File: config.mk
export PLATFORM = sky130hd
export DESIGN_NAME = cpu_boot_sequencer
export DESIGN_NICKNAME = d
export VERILOG_FILES = /design/src/rtl/cpu_boot_sequencer.sv
export SDC_FILE = /design/constraint.sdc
export NUM_CORES = 1
export LEC_CHECK = 0
export BUFFER_PORTS_ARGS = -buffer_cell sky130_fd_sc_hd__buf_4
export CAP_MARGIN = 20
export CELL_PAD_IN_SITES_DETAIL_PLACEMENT = 1
export CELL_PAD_IN_SITES_GLOBAL_PLACEMENT = 1
export CORE_UTILIZATION = 40
export CTS_CLUSTER_DIAMETER = 80
export DETAILED_ROUTE_END_ITERATION = 8
export PLACE_DENSITY = 0.88
export SYNTH_ARGS = -nofsm -noshare
export SYNTH_HDL_FRONTEND = slang
export SYNTH_SLANG_ARGS = --single-unit
File: constraint.sdc
create_clock -name clk -period 4.55 [get_ports clk]
set_input_delay 0.6825 -clock clk [delete_from_list [all_inputs] [get_ports clk]]
set_output_delay 0.6825 -clock clk [all_outputs]
set_load 0.01 [all_outputs]
File: src/rtl/cpu_boot_sequencer.sv
// cpu_boot_sequencer: streams a program into CPU instruction memory while the
// CPU is held in reset, lets the writes settle, releases the CPU for a bounded
// (or unbounded) number of cycles, then parks it back in reset.
module cpu_boot_sequencer #(
  parameter int MAX_WORDS     = 64,
  parameter int SETTLE_CYCLES = 4,
  parameter int CNT_W         = $clog2(MAX_WORDS + 1)
) (
  input  logic             clk,
  input  logic             rst,
  input  logic             start,
  input  logic [31:0]      run_cycles,
  input  logic             abort,
  input  logic             word_valid,
  input  logic [31:0]      word_data,
  input  logic             word_last,
  output logic             word_ready,
  output logic             initialize,
  output logic [31:0]      instruction_initialize_address,
  output logic [31:0]      instruction_initialize_data,
  output logic             cpu_rst,
  output logic             running,
  output logic             done,
  output logic             error,
  output logic [CNT_W-1:0] word_count
);

  // A settle counter of one bit is enough when only one settle cycle is needed.
  localparam int SET_W = (SETTLE_CYCLES > 1) ? $clog2(SETTLE_CYCLES) : 1;

  typedef enum logic [2:0] {
    S_IDLE,
    S_LOAD,
    S_SETTLE,
    S_RUN,
    S_HALT
  } state_t;

  state_t             state_q, state_d;
  logic [CNT_W-1:0]   word_count_q, word_count_d;
  logic [31:0]        addr_q, addr_d;
  logic [31:0]        data_q, data_d;
  logic               error_q, error_d;
  logic [31:0]        run_len_q, run_len_d;
  logic [31:0]        run_cnt_q, run_cnt_d;
  logic [SET_W-1:0]   settle_cnt_q, settle_cnt_d;

  logic               handshake;
  logic               start_accept;

  // State register and datapath registers; reset parks the CPU in reset.
  always_ff @(posedge clk or negedge rst) begin
    if (!rst) begin
      state_q      <= S_IDLE;
      word_count_q <= '0;
      addr_q       <= '0;
      data_q       <= '0;
      error_q      <= 1'b0;
      run_len_q    <= '0;
      run_cnt_q    <= '0;
      settle_cnt_q <= '0;
    end else begin
      state_q      <= state_d;
      word_count_q <= word_count_d;
      addr_q       <= addr_d;
      data_q       <= data_d;
      error_q      <= error_d;
      run_len_q    <= run_len_d;
      run_cnt_q    <= run_cnt_d;
      settle_cnt_q <= settle_cnt_d;
    end
  end

  // Next-state logic; abort always wins over a same-cycle handshake or run step.
  always_comb begin
    state_d      = state_q;
    word_count_d = word_count_q;
    addr_d       = addr_q;
    data_d       = data_q;
    error_d      = error_q;
    run_len_d    = run_len_q;
    run_cnt_d    = run_cnt_q;
    settle_cnt_d = settle_cnt_q;
    start_accept = 1'b0;
    handshake    = word_valid && (state_q == S_LOAD);

    case (state_q)
      S_IDLE: begin
        if (start) begin
          start_accept = 1'b1;
        end
      end

      S_LOAD: begin
        if (abort) begin
          state_d = S_HALT;
        end else if (handshake) begin
          addr_d       = 32'(word_count_q) << 2;
          data_d       = word_data;
          word_count_d = word_count_q + CNT_W'(1);
          if (word_last) begin
            state_d      = S_SETTLE;
            settle_cnt_d = '0;
          end else if (word_count_d == CNT_W'(MAX_WORDS)) begin
            state_d = S_HALT;
            error_d = 1'b1;
          end
        end
      end

      S_SETTLE: begin
        if (abort) begin
          state_d = S_HALT;
        end else if (settle_cnt_q == SET_W'(SETTLE_CYCLES - 1)) begin
          state_d   = S_RUN;
          run_cnt_d = '0;
        end else begin
          settle_cnt_d = settle_cnt_q + SET_W'(1);
        end
      end

      S_RUN: begin
        if (abort) begin
          state_d = S_HALT;
        end else begin
          if (run_cnt_q != '1) begin
            run_cnt_d = run_cnt_q + 32'd1;
          end
          if ((run_len_q != '0) && (run_cnt_d == run_len_q)) begin
            state_d = S_HALT;
          end
        end
      end

      S_HALT: begin
        if (start && !abort) begin
          start_accept = 1'b1;
        end
      end

      default: begin
        state_d = S_IDLE;
      end
    endcase

    if (start_accept) begin
      state_d      = S_LOAD;
      word_count_d = '0;
      error_d      = 1'b0;
      run_len_d    = run_cycles;
      run_cnt_d    = '0;
    end
  end

  // Outputs are decoded from the registered state so reset reaches them at once.
  always_comb begin
    word_ready                     = (state_q == S_LOAD);
    initialize                     = (state_q == S_LOAD) || (state_q == S_SETTLE);
    cpu_rst                        = (state_q != S_RUN);
    running                        = (state_q == S_RUN);
    done                           = (state_q == S_HALT);
    error                          = error_q;
    word_count                     = word_count_q;
    instruction_initialize_address = addr_q;
    instruction_initialize_data    = data_q;
  end

endmodule

==> metrics, run 1 <==
Critical Path Start Type flip-flop; area post-placement about 0.008 sq mm; Worst EP arrival 4.00 ns; main flop type after synthesis dfrtp_1; status completed; number of global-route vias before repair 7048; Yosys warnings 0; maximum clock path buffer count 2; Setup Fix Bufs, Post-CTS 0; fmax 275.5 MHz; final net count a little over 1000; Crit path top cell by count nand3_2; number of max-cap violations 0; final wirelength 22580 um; Synth area leader dfrtp_1; RSZ-0062 raised after global routing no; Routability Congestion about 0.95; Hold WS 0.2554 ns; CTS Buf Count 17; Worst path slowest cell nor4_4; top cell types by occurrence after synthesis nand2_1, dfrtp_1, o21ai_0; R2R Setup Slk 0.92 ns; Pre-antenna DRT Iters 5; Synth Instances 841; register area share after synthesis 42.12%; Clock Sinks about 120; Post-synth EDFFs 0; reg-to-reg startpoint run_cnt_q[0]$_DFFE_PN0P_; number of diodes 0; Non-Filler Instances 1170; fin crit period 3.630 ns; 1st-iter DRT viols 381; largest net degree at the start of global routing 44; Starting Density 41.26%; height of the die 133.3 um; Core Region 0.01670 sq mm; setup TNS 0 ns; Clock transition at path regs 0.06 ns; gr ovfl total 0; fin. max-slew vios 0; worst-skew pair later-pin latency 0.43 ns; Worst Reg-to-Reg Cells 9; CP Max Fanout 15; Vias between 6000 and 7000; FP Rows 47; synthesized area per cell 8.195 sq um; wire length of the first global-routing pass 37420 um; CP cell instances ha_1, nand3_2, nor4_4, nand3_2, and4_1, o2bb2ai_1, or4_4, or3_1, nand3_1; DP Wirelength 15810 um; Async S/R FF share, synth 100.0%; worst vdd ir approximately 0.26 mV; CP Class reg2reg; endpoints failing setup 0; die area approximately 0.018 sq mm; placed cell count 1138; CTS Hold Buffers Added 0; IO Pins 147; CTS tree done; PD cells 522.0 mW/mm^2; CTS HTree Levels 4; top cell type's share of synthesized area 42.12%; post-DR vias/cell 5.632; share of cells above drive strength 1 19.37%; crit-path max cell delay 0.62 ns; worst min path class in2async; antenna violations before repair 0; Tcrit/Tclk final between 70% and 80%; Synth area leaders dfrtp_1, nand2_1, o21ai_0, xnor2_1, buf_4; P_leak about 4.0 nW; final instance area 0.008374 sq mm; root buf cell clkbuf_16; DRC Markers 0; final antenna-violating net count 0; Worst slew margin 38.33%; Final Hold Viols 0; CP Capture Type flip-flop; reg2reg end state_q[2]$_DFFE_PN0P_; die width 133.3 um; Synth cell types 62; P&R area growth vs syn 21.51%; GRT Total Usage 26.77%; drt wl/cell ~19 um; Yosys reg bits roughly 120; Finished Core Util about half; most frequent cell after synthesis nand2_1; Req. time, crit path 4.92 ns; Worst Clk Skew around 0.015 ns; post_cts resized 0; PortBufs between 100 and 150; Least-Margin Pin Slew 0.9251 ns; Mapped Area 0.006892 sq mm
-- worst max-delay path, delay by kind of cell, from the launching register on --
family,cells,cell delay (ns)
AND/OR/NAND/NOR,7,2.53
flip-flops,1,0.51
adder cells (fa/ha/maj),1,0.41
AO/OA/AOI/OAI,1,0.13
-- metal layers --
| metal | track usage [%] | vias up | routed length, um |
|---|---|---|---|
| met5 | 0 | - | 0 |
| met3 | 6.317 | 35 | 1261 |
| li1 | - | 3049 | - |
| met2 | 45.72 | 213 | 11400 |
| met4 | 9.470 | 0 | 470 |
| met1 | 32.94 | 3293 | 9450 |
-- final cells by class --
class	instances	area (sq um)
inverter	6	22.52
multi-input combinational	665	3643
timing repair buffer	131	983.4
clock buffer	20	466.7
tap	220	275.3
clock inverter	12	80.08
sequential	116	2903
fill	2035	8327
-- stage by stage --
| stage | total power, W | setup slack (ns) |
|---|---|---|
| after detailed placement | 0.003105 | 0.9731 |
| after CTS | 0.004394 | 0.9532 |
| after global placement | 0.003041 | 1.057 |
| final | 0.004372 | 0.9199 |
| after global routing | 0.004624 | 0.7052 |
| after floorplan | 0.002427 | 1.660 |
-- registers in the layout, indices dropped and copies added (netlist names) --
signal,cells
instruction_initialize_data,32
run_cnt_q,32
run_len_q,32
instruction_initialize_address,7
word_count,7
state_q,3
settle_cnt_q,2
error,1
-- logic make-up (layout without fill, tap and decap cells) --
kind of cell / Yosys count / count (layout) / synth area share, %
simple gates: 439 / 439 / 31.15
mux: 4 / 4 / 0.5991
buf+inv: 84 / 169 / 6.482
xor+xnor: 46 / 46 / 5.846
other cells: 1 / 25 / 0.05441
flops: 116 / 116 / 42.12
fa+ha+maj: 3 / 3 / 0.5447
compound gates: 148 / 148 / 13.20
-- power breakdown --
group          internal [W]  leakage, nW  switching, W
Sequential          0.00133         1.51      0.000345
Combinational      0.000622         2.22      0.000827
Clock              0.000736        0.260      0.000512
-- cells in the final DEF (no fill, tap or decap), types with 21 or more instances in the layout --
cell type | netlist | routed
nand2_1 | 251 | 251
buf_4 | 30 | 131
dfrtp_1 | 116 | 116
o21ai_0 | 65 | 65
nor2_1 | 40 | 40
xnor2_1 | 29 | 29
nand3_1 | 27 | 26
a21oi_1 | 25 | 25
conb_1 | 1 | 25
nand4_1 | 21 | 21
-- worst max path at each step --
stage,start,end,slack (ns),cells past startpoint
floorplan,run_cnt_q[1]$_DFFE_PN0P_,state_q[2]$_DFFE_PN0P_,1.66,10
global placement,run_cnt_q[0]$_DFFE_PN0P_,state_q[2]$_DFFE_PN0P_,1.06,9
detailed placement,run_cnt_q[0]$_DFFE_PN0P_,state_q[2]$_DFFE_PN0P_,0.97,9
CTS,run_cnt_q[0]$_DFFE_PN0P_,state_q[2]$_DFFE_PN0P_,0.95,9
global route,run_cnt_q[0]$_DFFE_PN0P_,state_q[2]$_DFFE_PN0P_,0.71,9
finish,run_cnt_q[0]$_DFFE_PN0P_,state_q[2]$_DFFE_PN0P_,0.92,9
No activity file was read; power rests on OpenSTA's default activity.
==> run 2, diff against run 1 <==
ABC_AREA = 1   (was unset)
CORE_UTILIZATION = 39   (was 40)
PLACE_DENSITY = 0.89   (was 0.88)
clock period = 3.4 ns   (was 4.55 ns; I/O delays follow)
==> run 2 against run 1 <==
Compared with the run above:
- synthesized cell count grew 10%
- via count increased by 3.4%
- clock power rose by 50%
- global-route usage is 2.5 points higher
- sequential cell count is the same
- final cell count rose by 9.6%
- die area decreased by 2.7%
- count of clock-buffer cells in the layout is 3 lower
- register-to-register slack got worse by 0.63 ns
- core utilization is 0.91 points higher
- worst hold slack got worse by 0.25 ns
- first-iteration DRC count rose by 34%
==> metrics, run 2 <==
reg-to-reg startpoint run_cnt_q[19]$_DFFE_PN0P_; Routability Congestion 0.9583 (+0.57%); root buf cell clkbuf_16; DP Wirelength 17140 um (+8.4%); PortBufs 121 (unchanged); GRT Total Usage 29.31% (+2.5 points); Final Hold Viols 0 (unchanged); fin. max-slew vios 0 (unchanged); status completed; CTS Buf Count 17 (unchanged); Synth Instances 928 (+10%); critical path buffer and inverter count 1 (+1); gr ovfl total 0 (unchanged); Synth Area in Adders 0.5743% (+0.030 points); placed cell count 1250 (+9.8%); post_cts resized 0 (unchanged); final antenna-violating net count 0 (unchanged); number of diodes 0 (unchanged); Synth area leaders dfrtp_1, nand2_1, inv_1, nand3_1, o21ai_0; Yosys warnings 0 (unchanged); Synth cell types 34 (-45%); P_leak 4.145 nW (+3.7%); die width 131.5 um (-1.4%); worst vdd ir 0.4106 mV (+55%); register area share after synthesis 44.41% (+2.3 points); commonest non-fill, non-tap cell in the layout nand2_1; wire length of the first global-routing pass 39470 um (+5.5%); synthesized area per cell 7.043 sq um (-14%); Yosys reg bits 116 (unchanged); IO Pins 147 (unchanged); largest net degree at the start of global routing 92 (+110%); P&R area growth vs syn 25.88%; top cell type's share of synthesized area 44.41% (+2.3 points); Clock transition at path regs 0.06 ns (about the same); final net count 1126 (+11%); crit-path max cell delay 0.43 ns (-0.19 ns); Setup Fix Bufs, Post-CTS 0 (unchanged); CP Capture Type flip-flop; number of max-cap violations 0 (unchanged); Synth area leader dfrtp_1; Async S/R FF share, synth 100.0% (unchanged); Least-Margin Pin Slew 0.8410 ns (-0.08404 ns); Worst slew margin 43.69% (+5.4 points); number of global-route vias before repair 7349 (+4.3%); drt wl/cell 19.25 um (-0.28%); largest family of logic cells by synthesized area simple AND/OR/NAND/NOR gates; height of the die 131.5 um (-1.4%); Tcrit/Tclk final 91.54% (+12 points); post-DR vias/cell 5.313 (-5.7%); Non-Filler Instances 1282 (+9.6%); R2R Setup Slk 0.29 ns (-0.63 ns); Starting Density 40.56% (-0.71 points); DRC Markers 0 (unchanged); Worst EP arrival 3.47 ns (-0.53 ns); Worst Clk Skew 0.008222 ns (-0.006844 ns); Synth Area in Compound Gates 7.829% (-5.4 points); FP Rows 46 (-2.1%); CTS HTree Levels 4 (unchanged); Crit path top cell by count nand2_1; Core Region 0.01612 sq mm (-3.5%); setup TNS 0 ns (unchanged); most frequent cells in the layout nand2_1, buf_4, dfrtp_1; reg2reg end state_q[1]$_DFFE_PN0P_; multiplexer share of the synthesized area 0% (-0.60 points); Mapped Area 0.006536 sq mm (-5.2%); main flop type after synthesis dfrtp_1; delay-heaviest family, CP simple AND/OR/NAND/NOR gates; CP Class reg2reg; worst min path class in2async; Post-synth EDFFs 0 (unchanged); Critical Path Start Type flip-flop; PD cells 732.8 mW/mm^2 (+40%); Pre-antenna DRT Iters 5 (unchanged); final wirelength 24680 um (+9.3%); endpoints failing setup 0 (unchanged); most frequent cell after synthesis nand2_1; top cell types by occurrence after synthesis nand2_1, dfrtp_1, inv_1; Worst Reg-to-Reg Cells 19 (+10); die area 0.01728 sq mm (-2.7%); RSZ-0062 raised after global routing no; CP Max Fanout 24 (+9); maximum clock path buffer count 2 (unchanged); fmax 321.3 MHz (+17%); CTS Hold Buffers Added 0 (unchanged); simple-gate area share of the yosys netlist 35.22% (+4.1 points); fin crit period 3.112 ns (-0.5179 ns); CP cell instances nand2_1, nor2_2, nand2_1, nor2_1, nand2_2, buf_12, nand2_1, nand2_1, nand2_1, nand3_1, nor2_1, nand2_1, nor2_1, nand3_1, nand2_1, nand2_2, nand2_2, nand2_1, nand2_1; Req. time, crit path 3.76 ns (-1.16 ns); antenna violations before repair 0 (unchanged); share of cells above drive strength 1 17.17% (-2.2 points); CTS tree done; Synth Area in XOR/XNOR 2.010% (-3.8 points); worst-skew pair later-pin latency 0.43 ns (about the same); Worst path slowest cell dfrtp_1; Clock Sinks 116 (unchanged); 1st-iter DRT viols 509 (+34%); Vias 6811 (+3.4%); PnR Total Power 0.006029 W (+38%)
-- run 2: cell count changes in the layout (fill, tap and decap cells not counted), sizes merged, moves of 21 or more --
cell / before / now
nand2: 252 / 386
inv: 8 / 93
nor2: 41 / 84
nand3: 30 / 65
xnor2: 29 / 1
a21oi: 25 / 4
-- run 2: where the power goes --
| part | internal, W | switching [W] |
|---|---|---|
| Combinational | 0.000746 | 0.00127 |
| Clock | 0.00116 | 0.000714 |
| Sequential | 0.00180 | 0.000336 |
-- run 2: layout make-up --
class / instances / area (sq um)
inverter: 91 / 341.6
sequential: 116 / 2903
fill: 2083 / 7888
clock inverter: 15 / 180.2
tap: 216 / 270.3
clock buffer: 17 / 425.4
timing repair buffer: 132 / 1028
multi-input combinational: 695 / 3079
-- run 2: worst reg2reg max path: stages, from the launching register on --
cell	delay, ns
dfrtp_1	0.43
nand2_1	0.13
nor2_2	0.20
nand2_1	0.10
nor2_1	0.24
nand2_2	0.29
buf_12	0.26
nand2_1	0.11
nand2_1	0.06
nand2_1	0.11
nand3_1	0.09
nor2_1	0.12
nand2_1	0.13
nor2_1	0.23
nand3_1	0.15
nand2_1	0.10
nand2_2	0.08
nand2_2	0.10
nand2_1	0.06
nand2_1	0.06
-- run 2: how the worst max path moves through the flow --
stage,from,to,slack [ns],cells past startpoint
after floorplan,run_cnt_q[0]$_DFFE_PN0P_,state_q[2]$_DFFE_PN0P_,1.16,18
after global placement,run_cnt_q[0]$_DFFE_PN0P_,state_q[2]$_DFFE_PN0P_,0.67,20
after detailed placement,run_cnt_q[0]$_DFFE_PN0P_,state_q[2]$_DFFE_PN0P_,0.53,20
after CTS,run_cnt_q[0]$_DFFE_PN0P_,state_q[1]$_DFFE_PN0P_,0.44,20
after global routing,run_cnt_q[27]$_DFFE_PN0P_,state_q[2]$_DFFE_PN0P_,0.15,19
final,run_cnt_q[19]$_DFFE_PN0P_,state_q[1]$_DFFE_PN0P_,0.29,19
-- run 2: routing by layer --
layer / track usage [%] / share of wire [%] / wire, um / vias to the layer above
li1: - / - / - / 3120
met1: 34.46 / 39 / 9693 / 3285
met2: 50.21 / 49 / 12120 / 330
met3: 7.677 / 8.0 / 1981 / 76
met4: 12.66 / 3.6 / 877 / 0
met5: 0 / 0 / 0 / -
-- run 2: through the flow --
step	worst slack [ns]	util [%]	hold WS [ns]	instance area, sq um
after detailed placement	0.5283	47.30	0.4604	7622
after CTS	0.4407	51.06	0.02298	8228
after floorplan	1.161	-	0.2144	6626
after global placement	0.6711	47.30	0.4549	7622
after global routing	0.1477	51.06	0.03568	8228
final	0.2878	51.06	0.009216	8228
-- run 2: kinds of logic (layout without fill, tap and decap cells) --
group,count (synthesis),after routing
and+or+nand+nor,560,560
buffers and inverters,141,255
DFF,116,116
AOI/OAI and AO/OA,92,92
xor gates and xnor gates,15,15
adders and majority gates,3,3
other,1,25
==> run 3, diff against run 2 <==
CORE_MARGIN = 3   (was unset)
==> run 3 against run 2 <==
Compared with the run above:
- combinational power fell by 4%
- final cell count rose by 0.16%
- clock skew fell by 0.0015 ns
- critical endpoint is now state_q[2]$_DFFE_PN0P_
- critical path type unchanged
- sequential share of layout area rose by 0.054 points
- sequential cell count did not move
- clock power barely moved
- global-route usage fell by 2.8 points
- via count fell by 1.7%
- largest power group unchanged
- routed wire length fell by 4.5%
- critical path depth did not move
==> metrics, run 3 (synthesized netlist as in run 2, its figures left out) <==
Vias 6693 (-1.7%); met3 Use GR 8.210% (+0.53 points); maximum clock path buffer count 2 (unchanged); CP cell instances ha_1, inv_1, nor2_4, nand2_4, nor2_8, nand2_2, nand2_1, inv_1, nand2_1, nand2_1, nor2_1, nand3_1, nor2_1, nand3_1, nand2_1, nand2_2, nand2_2, nand2_1, nand2_1; FP Rows 46 (unchanged); multi-input logic area 0.003079 sq mm (unchanged); drt wl/cell 18.35 um (-4.7%); Clock transition at path regs 0.06 ns (about the same); fin crit period 3.107 ns (-0.004787 ns); CTS tree done; Critical Path Source run_cnt_q[0]$_DFFE_PN0P_; final wirelength 23560 um (-4.5%); Req. time, crit path 3.77 ns (about the same); crit-path max cell delay 0.41 ns (-0.02 ns); Core Region 0.01612 sq mm (unchanged); wire length of the first global-routing pass 37790 um (-4.2%); height of the die 135.5 um (+3.0%); Filler cells 2074 (-0.43%); commonest non-fill, non-tap cell in the layout nand2_1; PortBufs 121 (unchanged); root buf cell clkbuf_16; reg2reg end state_q[2]$_DFFE_PN0P_; share of cells above drive strength 1 17.32% (+0.16 points); setup TNS 0 ns (unchanged); Tcrit/Tclk final 91.40% (-0.14 points); crit path to state_q[2]$_DFFE_PN0P_; P&R area growth vs syn 25.69%; DRC Markers 0 (unchanged); Reg area 0.002903 sq mm (unchanged); gr ovfl total 0 (unchanged); largest net degree at the start of global routing 64 (-30%); Top Usage Layer GRT met2; die area 0.01835 sq mm (+6.2%); CTS HTree Levels 4 (unchanged); Crit path top cell by count nand2_1; fmax 321.8 MHz (+0.15%); die width 135.5 um (+3.0%); GRT Total Usage 26.55% (-2.8 points); final antenna-violating net count 0 (unchanged); DP Wirelength 17050 um (-0.54%); number of diodes 0 (unchanged); CTS Buf Count 17 (unchanged); Starting Density 40.56% (unchanged); Worst Reg-to-Reg Cells 19 (unchanged); 1st-iter DRT viols 428 (-16%); post-DR vias/cell 5.213 (-1.9%); Setup Fix Bufs, Post-CTS 0 (unchanged); number of global-route vias before repair 7128 (-3.0%); CP Capture Type flip-flop; PD cells 723.5 mW/mm^2 (-1.3%); status completed; met1 Use GR 33.01% (-1.4 points); Final Hold Viols 0 (unchanged); CTS Hold Buffers Added 0 (unchanged); Hold WS 0.1655 ns (+0.1563 ns); endpoints failing setup 0 (unchanged); IO Pins 147 (unchanged); reg-to-reg startpoint run_cnt_q[0]$_DFFE_PN0P_; Routability Congestion 0.9039 (-5.7%); antenna violations before repair 0 (unchanged); Worst path slowest cell dfrtp_1; CP Max Fanout 20 (-17%); Worst Clk Skew 0.006732 ns (-0.001490 ns); worst min path class in2async; fin. max-slew vios 0 (unchanged); worst-skew pair later-pin latency 0.43 ns (about the same); Worst slew margin 46.38% (+2.7 points); Clock Sinks 116 (unchanged); P_leak 4.134 nW (-0.26%); met2 GRT Util 44.36% (-5.8 points); worst vdd ir 0.4312 mV (+5.0%); RSZ-0062 raised after global routing no; CP Class reg2reg; Critical Path Start Type flip-flop; most frequent cells in the layout nand2_1, buf_4, dfrtp_1; number of max-cap violations 0 (unchanged); Pre-antenna DRT Iters 7 (+2); final net count 1128 (+0.18%); Least-Margin Pin Slew 0.8043 ns (-0.03671 ns); post_cts resized 0 (unchanged); R2R Setup Slk 0.29 ns (about the same); Worst EP arrival 3.47 ns (about the same)
## run 3: critical path, delay by kind of cell (launching register included)
kind          cells  cell delay [ns]
fa+ha+maj         1             0.31
buf+inv           2             0.20
flops             1             0.41
simple gates     16             2.13
## run 3: stage by stage
| stage | cells | instance area [sq um] | total power (W) | utilization [%] | setup slack [ns] |
|---|---|---|---|---|---|
| after floorplan | 952 | 6626 | 0.003123 | - | 1.161 |
| after global placement | 1252 | 7600 | 0.003937 | 47.16 | 0.4579 |
| after detailed placement | 1252 | 7600 | 0.004014 | 47.16 | 0.4011 |
| after CTS | 1284 | 8215 | 0.005954 | 50.98 | 0.3362 |
| after global routing | 1284 | 8215 | 0.006294 | 50.98 | 0.03350 |
| final | 1284 | 8215 | 0.005944 | 50.98 | 0.2926 |
## run 3: metal layers
layer | routed length (um) | vias up
li1 | - | 3136
met1 | 9506 | 3244
met2 | 11430 | 269
met3 | 2086 | 44
met4 | 542 | 0
met5 | 0 | -
## run 3: how the worst min path moves through the flow
stage	start	to	slack, ns	cells past startpoint
6_report	rst	state_q[2]$_DFFE_PN0P_	0.17	1
5_1_grt	rst	run_len_q[4]$_DFFE_PN0P_	0.21	1
4_1_cts	rst	run_len_q[4]$_DFFE_PN0P_	0.20	1
3_5_place_dp	instruction_initialize_data[17]$_DFFE_PN0P_	instruction_initialize_data[17]$_DFFE_PN0P_	0.46	2
3_3_place_gp	instruction_initialize_data[24]$_DFFE_PN0P_	instruction_initialize_data[24]$_DFFE_PN0P_	0.45	2
2_1_floorplan	rst	error$_DFFE_PN0P_	0.21	0
## run 3: area by class of cell
| cell class | count | share of cell area (%) |
|---|---|---|
| multi-input cells | 695 | 37.48 |
| flip-flops and latches | 116 | 35.33 |
| repair buffers | 134 | 12.24 |
| clock buffers | 18 | 5.346 |
| inverters | 91 | 4.158 |
| well taps | 216 | 3.290 |
| clock inverters | 14 | 2.147 |
## run 3: where the power goes
group	total (W)	internal [W]	switching (W)	leakage [nW]
Sequential	0.00213	0.00180	0.000321	1.51
Combinational	0.00194	0.000735	0.00121	2.34
Clock	0.00187	0.00118	0.000697	0.286
Total	0.00594	0.00372	0.00223	4.13
